$ cat src/rtl/ack_pkg.sv
// Shared definitions for the ACK bus: source IDs and the FIFO entry layout.
// ACK_FIFO_TIMESTAMP_EN adds an 8-bit timestamp to each entry.
package ack_pkg;
  localparam int SRC_W = 2;

  localparam logic [SRC_W-1:0] ID_MEM  = 2'b00;
  localparam logic [SRC_W-1:0] ID_SHA  = 2'b01;
  localparam logic [SRC_W-1:0] ID_AES  = 2'b10;
  localparam logic [SRC_W-1:0] ID_CTRL = 2'b11;

  typedef struct packed {
    logic [SRC_W-1:0] src_id;
`ifdef ACK_FIFO_TIMESTAMP_EN
    logic [7:0]       ts;
`endif
  } ack_entry_t;
endpackage

$ cat src/rtl/ack_fifo_mem.sv
// DEPTH x entry register array with one write port and one asynchronous read port.
// Cleared on reset so the head output reads a defined value while empty.
import ack_pkg::*;

module ack_fifo_mem #(
  parameter int DEPTH = 4,
  parameter int AW    = $clog2(DEPTH)
) (
  input  logic          clk,
  input  logic          rst,
  input  logic          we_i,
  input  logic [AW-1:0] waddr_i,
  input  ack_entry_t    wdata_i,
  input  logic [AW-1:0] raddr_i,
  output ack_entry_t    rdata_o
);
  ack_entry_t mem_q [DEPTH];

  always_ff @(posedge clk or posedge rst) begin
    if (rst) begin
      for (int i = 0; i < DEPTH; i++) mem_q[i] <= '0;
    end else if (we_i) begin
      mem_q[waddr_i] <= wdata_i;
    end
  end

  assign rdata_o = mem_q[raddr_i];
endmodule

$ cat src/rtl/ack_event_fifo.sv
// First-word fall-through FIFO capturing arbiter ACK events, with sticky overflow
// and saturating drop counter. ACK_FIFO_TIMESTAMP_EN adds per-entry timestamps on ts_o.
import ack_pkg::*;

module ack_event_fifo #(
  parameter  int DEPTH = 4,
  localparam int AW    = $clog2(DEPTH)
) (
  input  logic             clk,
  input  logic             rst,
  input  logic             ack_event_i,
  input  logic [SRC_W-1:0] winner_source_id_i,
  input  logic             pop_i,
  input  logic             clr_ovf_i,
  output logic             valid_o,
  output logic [SRC_W-1:0] src_id_o,
  output logic [AW:0]      count_o,
`ifdef ACK_FIFO_TIMESTAMP_EN
  output logic [7:0]       ts_o,
`endif
  output logic             full_o,
  output logic             overflow_o,
  output logic [7:0]       drop_cnt_o
);
  logic [AW-1:0] wr_ptr_q, wr_ptr_d, rd_ptr_q, rd_ptr_d;
  logic [AW:0]   count_q, count_d;
  logic          ovf_q, ovf_d;
  logic [7:0]    drop_q, drop_d;
  logic          full, do_push, do_pop, drop;
  ack_entry_t    wdata, rdata;

  assign full    = (count_q == (AW+1)'(DEPTH));
  assign do_pop  = pop_i && (count_q != '0);
  // A pop at a full edge frees the slot the incoming entry lands in.
  assign do_push = ack_event_i && (!full || pop_i);
  assign drop    = ack_event_i && full && !pop_i;

`ifdef ACK_FIFO_TIMESTAMP_EN
  logic [7:0] ts_q;
  always_ff @(posedge clk or posedge rst) begin
    if (rst) ts_q <= '0;
    else     ts_q <= ts_q + 8'd1;
  end
  assign wdata = '{src_id: winner_source_id_i, ts: ts_q};
  assign ts_o  = rdata.ts;
`else
  assign wdata = '{src_id: winner_source_id_i};
`endif

  always_comb begin
    wr_ptr_d = do_push ? wr_ptr_q + AW'(1) : wr_ptr_q;
    rd_ptr_d = do_pop  ? rd_ptr_q + AW'(1) : rd_ptr_q;
    count_d  = count_q;
    if (do_push && !do_pop)      count_d = count_q + (AW+1)'(1);
    else if (do_pop && !do_push) count_d = count_q - (AW+1)'(1);
    ovf_d  = ovf_q;
    drop_d = drop_q;
    // Clear wins for the flag, but a drop on the same edge is still counted.
    if (clr_ovf_i) begin
      ovf_d  = 1'b0;
      drop_d = drop ? 8'd1 : 8'd0;
    end else if (drop) begin
      ovf_d  = 1'b1;
      drop_d = (drop_q == 8'hFF) ? drop_q : drop_q + 8'd1;
    end
  end

  always_ff @(posedge clk or posedge rst) begin
    if (rst) begin
      wr_ptr_q <= '0;
      rd_ptr_q <= '0;
      count_q  <= '0;
      ovf_q    <= 1'b0;
      drop_q   <= '0;
    end else begin
      wr_ptr_q <= wr_ptr_d;
      rd_ptr_q <= rd_ptr_d;
      count_q  <= count_d;
      ovf_q    <= ovf_d;
      drop_q   <= drop_d;
    end
  end

  ack_fifo_mem #(.DEPTH(DEPTH), .AW(AW)) u_mem (
    .clk     (clk),
    .rst     (rst),
    .we_i    (do_push),
    .waddr_i (wr_ptr_q),
    .wdata_i (wdata),
    .raddr_i (rd_ptr_q),
    .rdata_o (rdata)
  );

  assign valid_o    = (count_q != '0);
  assign full_o     = full;
  assign count_o    = count_q;
  assign src_id_o   = rdata.src_id;
  assign overflow_o = ovf_q;
  assign drop_cnt_o = drop_q;
endmodule
$ cat config.mk
export PLATFORM = sky130hd
export DESIGN_NAME = ack_event_fifo
export DESIGN_NICKNAME = d
export VERILOG_FILES = /design/src/rtl/ack_pkg.sv /design/src/rtl/ack_fifo_mem.sv /design/src/rtl/ack_event_fifo.sv
export SDC_FILE = /design/constraint.sdc
export NUM_CORES = 1
export LEC_CHECK = 0
export BUFFER_PORTS_ARGS = -buffer_cell sky130_fd_sc_hd__buf_4
export CAP_MARGIN = 20
export CORE_MARGIN = 5
export CORE_UTILIZATION = 35
export DETAILED_ROUTE_END_ITERATION = 10
export SETUP_SLACK_MARGIN = 0.02
export SLEW_MARGIN = 25
export SYNTH_ARGS = -nofsm -noshare
export SYNTH_HDL_FRONTEND = slang
export SYNTH_HIERARCHICAL = 1
export SYNTH_SLANG_ARGS = --single-unit
$ cat constraint.sdc
create_clock -name clk -period 2.6 [get_ports clk]
set_input_delay 0.39 -clock clk [delete_from_list [all_inputs] [get_ports clk]]
set_output_delay 0.39 -clock clk [all_outputs]
set_load 0.005 [all_outputs]
# [After elaboration in Yosys (flattened, before gate mapping)]
# Cells that the tools add are included.
[word_totals] reg_bits=24 out_inout_bits=16
[op_classes] add_sub_neg=5 magnitude_cmp=3 eq_ne=3 muxes=14 bitwise_logic=2 n_reduce_logical=16
[op_table] op="8-bit 2-to-1 mux" count=3
[op_table] op="8-bit by 1-bit adder with 8-bit output, second input constant" count=1
[op_table] op="8-bit bitwise mux" count=1
[op_table] op="8-bit equality test, second input constant" count=1
[op_table] op="1-bit logical AND" count=7
[op_table] op="3-bit >= comparator, second input constant" count=2
[op_table] op="2-bit 2-to-1 mux" count=3
[op_table] op="3-bit 2-to-1 mux" count=2
[op_table] op="2-bit inverter with 3-bit output" count=2
[op_table] op="2-bit by 1-bit adder with 2-bit output, second input constant" count=2
[op_table] op="2-bit binary-select mux with 2-bit select" count=1
[op_table] op="2-bit demux with 2-bit select" count=1
[op_table] op="1-bit zero test" count=4
[op_table] op="2-bit nonzero test" count=2
[op_table] op="3-bit by 1-bit adder with 3-bit output, second input constant" count=1
[op_table] op="3-bit equality test, second input constant" count=1
[op_table] op="3-bit by 1-bit < comparator with 1-bit output, second input constant" count=1
[op_table] op="1-bit 2-to-1 mux" count=3
[op_table] op="3-bit nonzero test" count=1
[op_table] op="3-bit by 1-bit subtractor with 3-bit output, second input constant" count=1
[op_table] op="2-bit != test, second input constant" count=1
[op_table] op="2-bit AND reduction" count=1
[op_table] op="1-bit logical OR" count=1

# [Longest topological paths before layout]
[logic_depth] word_depth=8 depth_mapped=8

# [By module]
# Netlist, hierarchy kept.
[modules_own_cells] module="ack_event_fifo" n_inst=1 cells_per_inst=76 area_each_um2=832.0 seq_area_each_um2=400.4
[modules_own_cells] module="ack_fifo_mem" n_inst=1 cells_per_inst=23 area_each_um2=379.1 seq_area_each_um2=200.2

# [Worst setup path before layout]
# OpenSTA, ideal clock, no wires.
[synth_path] kind="reg2reg" from="register count_q[1] (netlist: count_o[1])" to="register count_q[1] (netlist: count_o[1])" setup_time_ps=125 t_arrival_ps=2138 setup_slack_ps=337 path_stages_with_launch=7 cell_sequence="dfrtp_1 nor4b_4 and2b_2 ha_1 inv_1 fa_1 mux2_2"
[synth_via] word_cells_on_any_way=15 cone_classes="add/sub (2); eq/ne (1); mux (2); reduce/logical (10)"
[synth_lines] item="from (decl)" line_no="ack_event_fifo.sv:26" source="logic [AW:0] count_q, count_d;"
[synth_lines] item="from (signal assigned)" line_no="ack_event_fifo.sv:78" source="count_q <= count_d;"
[synth_lines] item="3-bit equality test" line_no="ack_event_fifo.sv:32" source="assign full = (count_q == (AW+1)'(DEPTH));"
[synth_lines] item="1-bit zero test" line_no="ack_event_fifo.sv:35" source="assign do_push = ack_event_i && (!full || pop_i);"
[synth_lines] item="1-bit logical OR" line_no="ack_event_fifo.sv:35"
[synth_lines] item="1-bit logical AND" line_no="ack_event_fifo.sv:35"
[synth_lines] item="via do_push" line_no="ack_event_fifo.sv:29" source="logic full, do_push, do_pop, drop;"
[synth_lines] item="1-bit logical AND" line_no="ack_event_fifo.sv:54" source="if (do_push && !do_pop) count_d = count_q + (AW+1)'(1);"
[synth_lines] item="3-bit 2-to-1 mux" line_no="ack_event_fifo.sv:54"
[synth_lines] item="via count_d[1]" line_no="ack_event_fifo.sv:26"
# The timed path passes the listed nets, and every way through them passes these cells. The select of a mux whose other input is x is not followed.
# A chain may end at the register's enable or synchronous reset.

# [Worst setup path in the final report]
# Ends and elaborated chain as after synthesis.

==> summary.md <==
| Metric | Value |
|---|---|
| Crit path capture type | `flop` |
| Fin Clk Skew | `0.0146 ns` |
| Static leakage | `roughly 0.66 nW` |
| IO buf count | `22` |
| Worst-path clk slew | `0.15 ns` |
| DR pass1 iterations | `4` |
| Reg power frac | `0.460` |
| First-iteration detailed-routing DRC count | `61` |
| CTS tree | `built` |
| CP cell instances | `nor4b_4 > and2b_2 > ha_1 > inv_1 > fa_1 > mux2_2` |
| Initial Utilization | `0.363` |
| Hpwl dp | `1.76 mm` |
| Total power | `1.38 mW` |
| Initial antenna violation count | `0` |
| Layout cell share with drive strength beyond 1 | `0.280` |
| Full die area | `between 4000 and 5000 µm²` |
| Worst R2R Path Depth | `6` |
| Core area | `between 3000 and 4000 µm²` |
| Worst R2R Setup Slack | `0.47 ns` |
| Fin crit period | `2.13 ns` |
| Crit path from | `count_o[1]` |
| Routed WL | `2.23 mm` |
| First-pass GRT wire length | `3.75 mm` |
| Seq cells post-synth | `24` |
| # diodes | `0` |
| H-tree Lvls | `1` |
| Fin crit share | `0.819` |
| Vias in the first global route | `roughly 840` |
| WL/cell | `13.0 µm` |
| Status | `complete, no violations` |
| Comb power frac | `0.343` |
| Die X | `between 60 and 70 µm` |
| Peak fanout along the critical path | `7` |
| Row count | `21` |
| Total CTS buffers | `3` |
| Slowest stage delay, CP | `0.50 ns` |
| Clock Power Share | `0.197` |
| # DRC | `0` |
| Later-pin clock latency in the skew report | `approximately 0.31 ns` |
| Final setup fails | `0` |
| Worst min path class | `in -> async` |
| Worst Path Required | `2.82 ns` |
| Crit path kind | `reg -> reg` |
| Die H | `68.8 µm` |
| Via count | `858` |
| Net switching power | `roughly 410 µW` |
| Vias per std cell | `5.02` |
| Sw Share | `0.301` |
| PD cells | `around 900 nW/µm²` |
| Finished Cell Area | `1490 µm²` |
| Maximum clock frequency | `469 MHz` |
| Clock sink total | `24` |
| Yosys top cell by area | `dfrtp_1` |
| Worst r2r src | `count_o[1]` |
| Post-CTS resize count | `0` |
| Crit path to | `count_o[1]` |
| CP arrival | `2.35 ns` |
| Reg2reg end | `count_o[1]` |
| Synth Cell Area | `1210 µm²` |
| Sum of negative setup slack | `0 ns` |
| Slowest cell on crit path | `dfrtp_1` |
| DP Worst Slack | `~0.42 ns` |
| P&R area growth vs syn | `23.0%` |
| Most frequent cells in the layout | `dfrtp_1 (24), buf_4 (23), nand3_1 (7), mux2_1 (6)` |
| Pint | `964 µW` |
| Post-DRT Antenna Nets | `0` |
| Post-Syn Instances | `99` |
| Most common cell after layout, fill and taps aside | `dfrtp_1` |
| Fin nets | `between 100 and 150` |
| Yosys warnings | `6` |
| GRT overflow | `0` |
| Unrepaired setup endpoints after global routing | `no` |
| Yosys top cell area share | `0.496` |
| Post-synthesis sequential area ratio | `0.496` |
| Worst Max-Slew Pin Slew | `0.619 ns` |
| I/O pins | `23` |
| Max-slew violations | `0` |
| Max Root-Sink Buffers | `2` |
| Worst vdd ir | `0.393 mV` |
| Setup slack after layout | `roughly 0.47 ns` |
| Cts hold-fix bufs | `0` |
| Net count after synthesis | `109` |
| Setup bufs post-CTS | `0` |
| Post-synthesis cell type count | `34` |
| Avg Synthesized Cell Area | `12.2 µm²` |
| Final Hold Slack | `0.00159 ns` |
| Gr usage total | `0.105` |
| GP Congestion | `0.726` |
| Startpoint Class | `flop` |
| MaxCap Viol Count | `0` |
| Dominant cells by area after synthesis | `dfrtp_1 (50%), mux2_1 (5.6%), mux4_1 (4.3%), xnor2_1 (3.6%), nand3_1 (2.9%)` |
| Root Driver | `clkbuf_4` |
| Worst slew margin | `0.587` |
| Post-DP Area | `1440 µm²` |
| Largest net degree at the start of global routing | `17` |
| Fin. Hold Viols | `0` |
[worst min-delay path by stage]
stage	startpoint	end	slack, ns	depth (start not counted)
5_1_grt	rst	u_mem/mem_q[6]	0.02	2
3_5_place_dp	rst	u_mem/mem_q[2]	0.37	2
6_report	rst	u_mem/mem_q[6]	0.002	2
3_3_place_gp	rst	u_mem/mem_q[2]	0.35	2
4_1_cts	rst	u_mem/mem_q[2]	0.007	2
2_1_floorplan	rst	u_mem/mem_q[0]	0.21	1
[Yosys cell counts]
| cell type | count |
|---|---|
| mux2_2 | 3 |
| dfrtp_1 | 24 |
| or3_2 | 1 |
| xor2_1 | 3 |
| nand4_1 | 3 |
| nand2_1 | 4 |
| inv_1 | 4 |
| fa_1 | 1 |
| nor2_1 | 5 |
| nor2b_1 | 1 |
| or3_1 | 2 |
| o31ai_1 | 1 |
| and3_1 | 1 |
| xnor2_1 | 5 |
| a21oi_1 | 4 |
| mux4_1 | 2 |
| nor3b_1 | 1 |
| o2111ai_1 | 1 |
| o211ai_1 | 1 |
| and2b_2 | 1 |
| mux2i_1 | 2 |
| o211ai_4 | 1 |
| nor4b_4 | 1 |
| or4_1 | 1 |
| nor3b_2 | 1 |
| mux2_1 | 6 |
| nand3_1 | 7 |
| nand2b_1 | 1 |
| o41ai_1 | 1 |
| o21ai_0 | 4 |
| clkbuf_1 | 1 |
| ha_1 | 2 |
| o21a_1 | 1 |
| nand3b_1 | 2 |
[power by group through the flow]
stage	registers, mW	clock network, mW	logic, mW
after detailed placement	0.643	0	0.487
after global routing	0.656	0.290	0.525
final	0.634	0.271	0.473
after global placement	0.635	0	0.475
after CTS	0.637	0.280	0.485
after floorplan	0.615	0	0.314
[registers in the layout (all words and copies together) (netlist names)]
register     count
drop_cnt_o       8
overflow_o       1
rd_ptr_q         2
count_o          3
wr_ptr_q         2
u_mem/mem_q      8
[kinds of logic after synthesis]
group	Yosys count	share of synthesized area
xor gates and xnor gates	8	0.0579
muxes	13	0.144
and+or+nand+nor	32	0.166
DFF	24	0.496
AOI/OAI and AO/OA	14	0.0837
buffers and inverters	5	0.0155
adders and majority gates	3	0.0372
[stage by stage]
| step | utilization | instances |
|---|---|---|
| global placement | 0.431 | 167 |
| finish | 0.447 | 171 |
| detailed placement | 0.431 | 167 |
| global route | 0.447 | 171 |
| floorplan | - | 99 |
| CTS | 0.447 | 171 |
[critical path, delay by kind of cell (launching register included)]
family / cells / cell delay [ns]
fa+ha+maj: 2 / 0.62
simple gates: 2 / 0.59
flops: 1 / 0.50
mux: 1 / 0.26
buf+inv: 1 / 0.07
[metal layers]
metal / up-vias / GRT usage / part of all wire
met4: 0 / 0.0292 / 0.0085
met1: 431 / 0.121 / 0.44
li1: 415 / - / -
met3: 2 / 0.0211 / 0.042
met5: - / 0 / 0
met2: 10 / 0.197 / 0.51
[final cells by class]
type | instances | area (µm²)
fill | 336 | 1850
clock buffer | 3 | 22.5
multi-input combinational | 70 | 592
tap | 46 | 57.6
sequential | 24 | 601
clock inverter | 1 | 30.0
inverter | 4 | 15.0
timing repair buffer | 23 | 173
No activity file was read; power rests on OpenSTA's default activity.
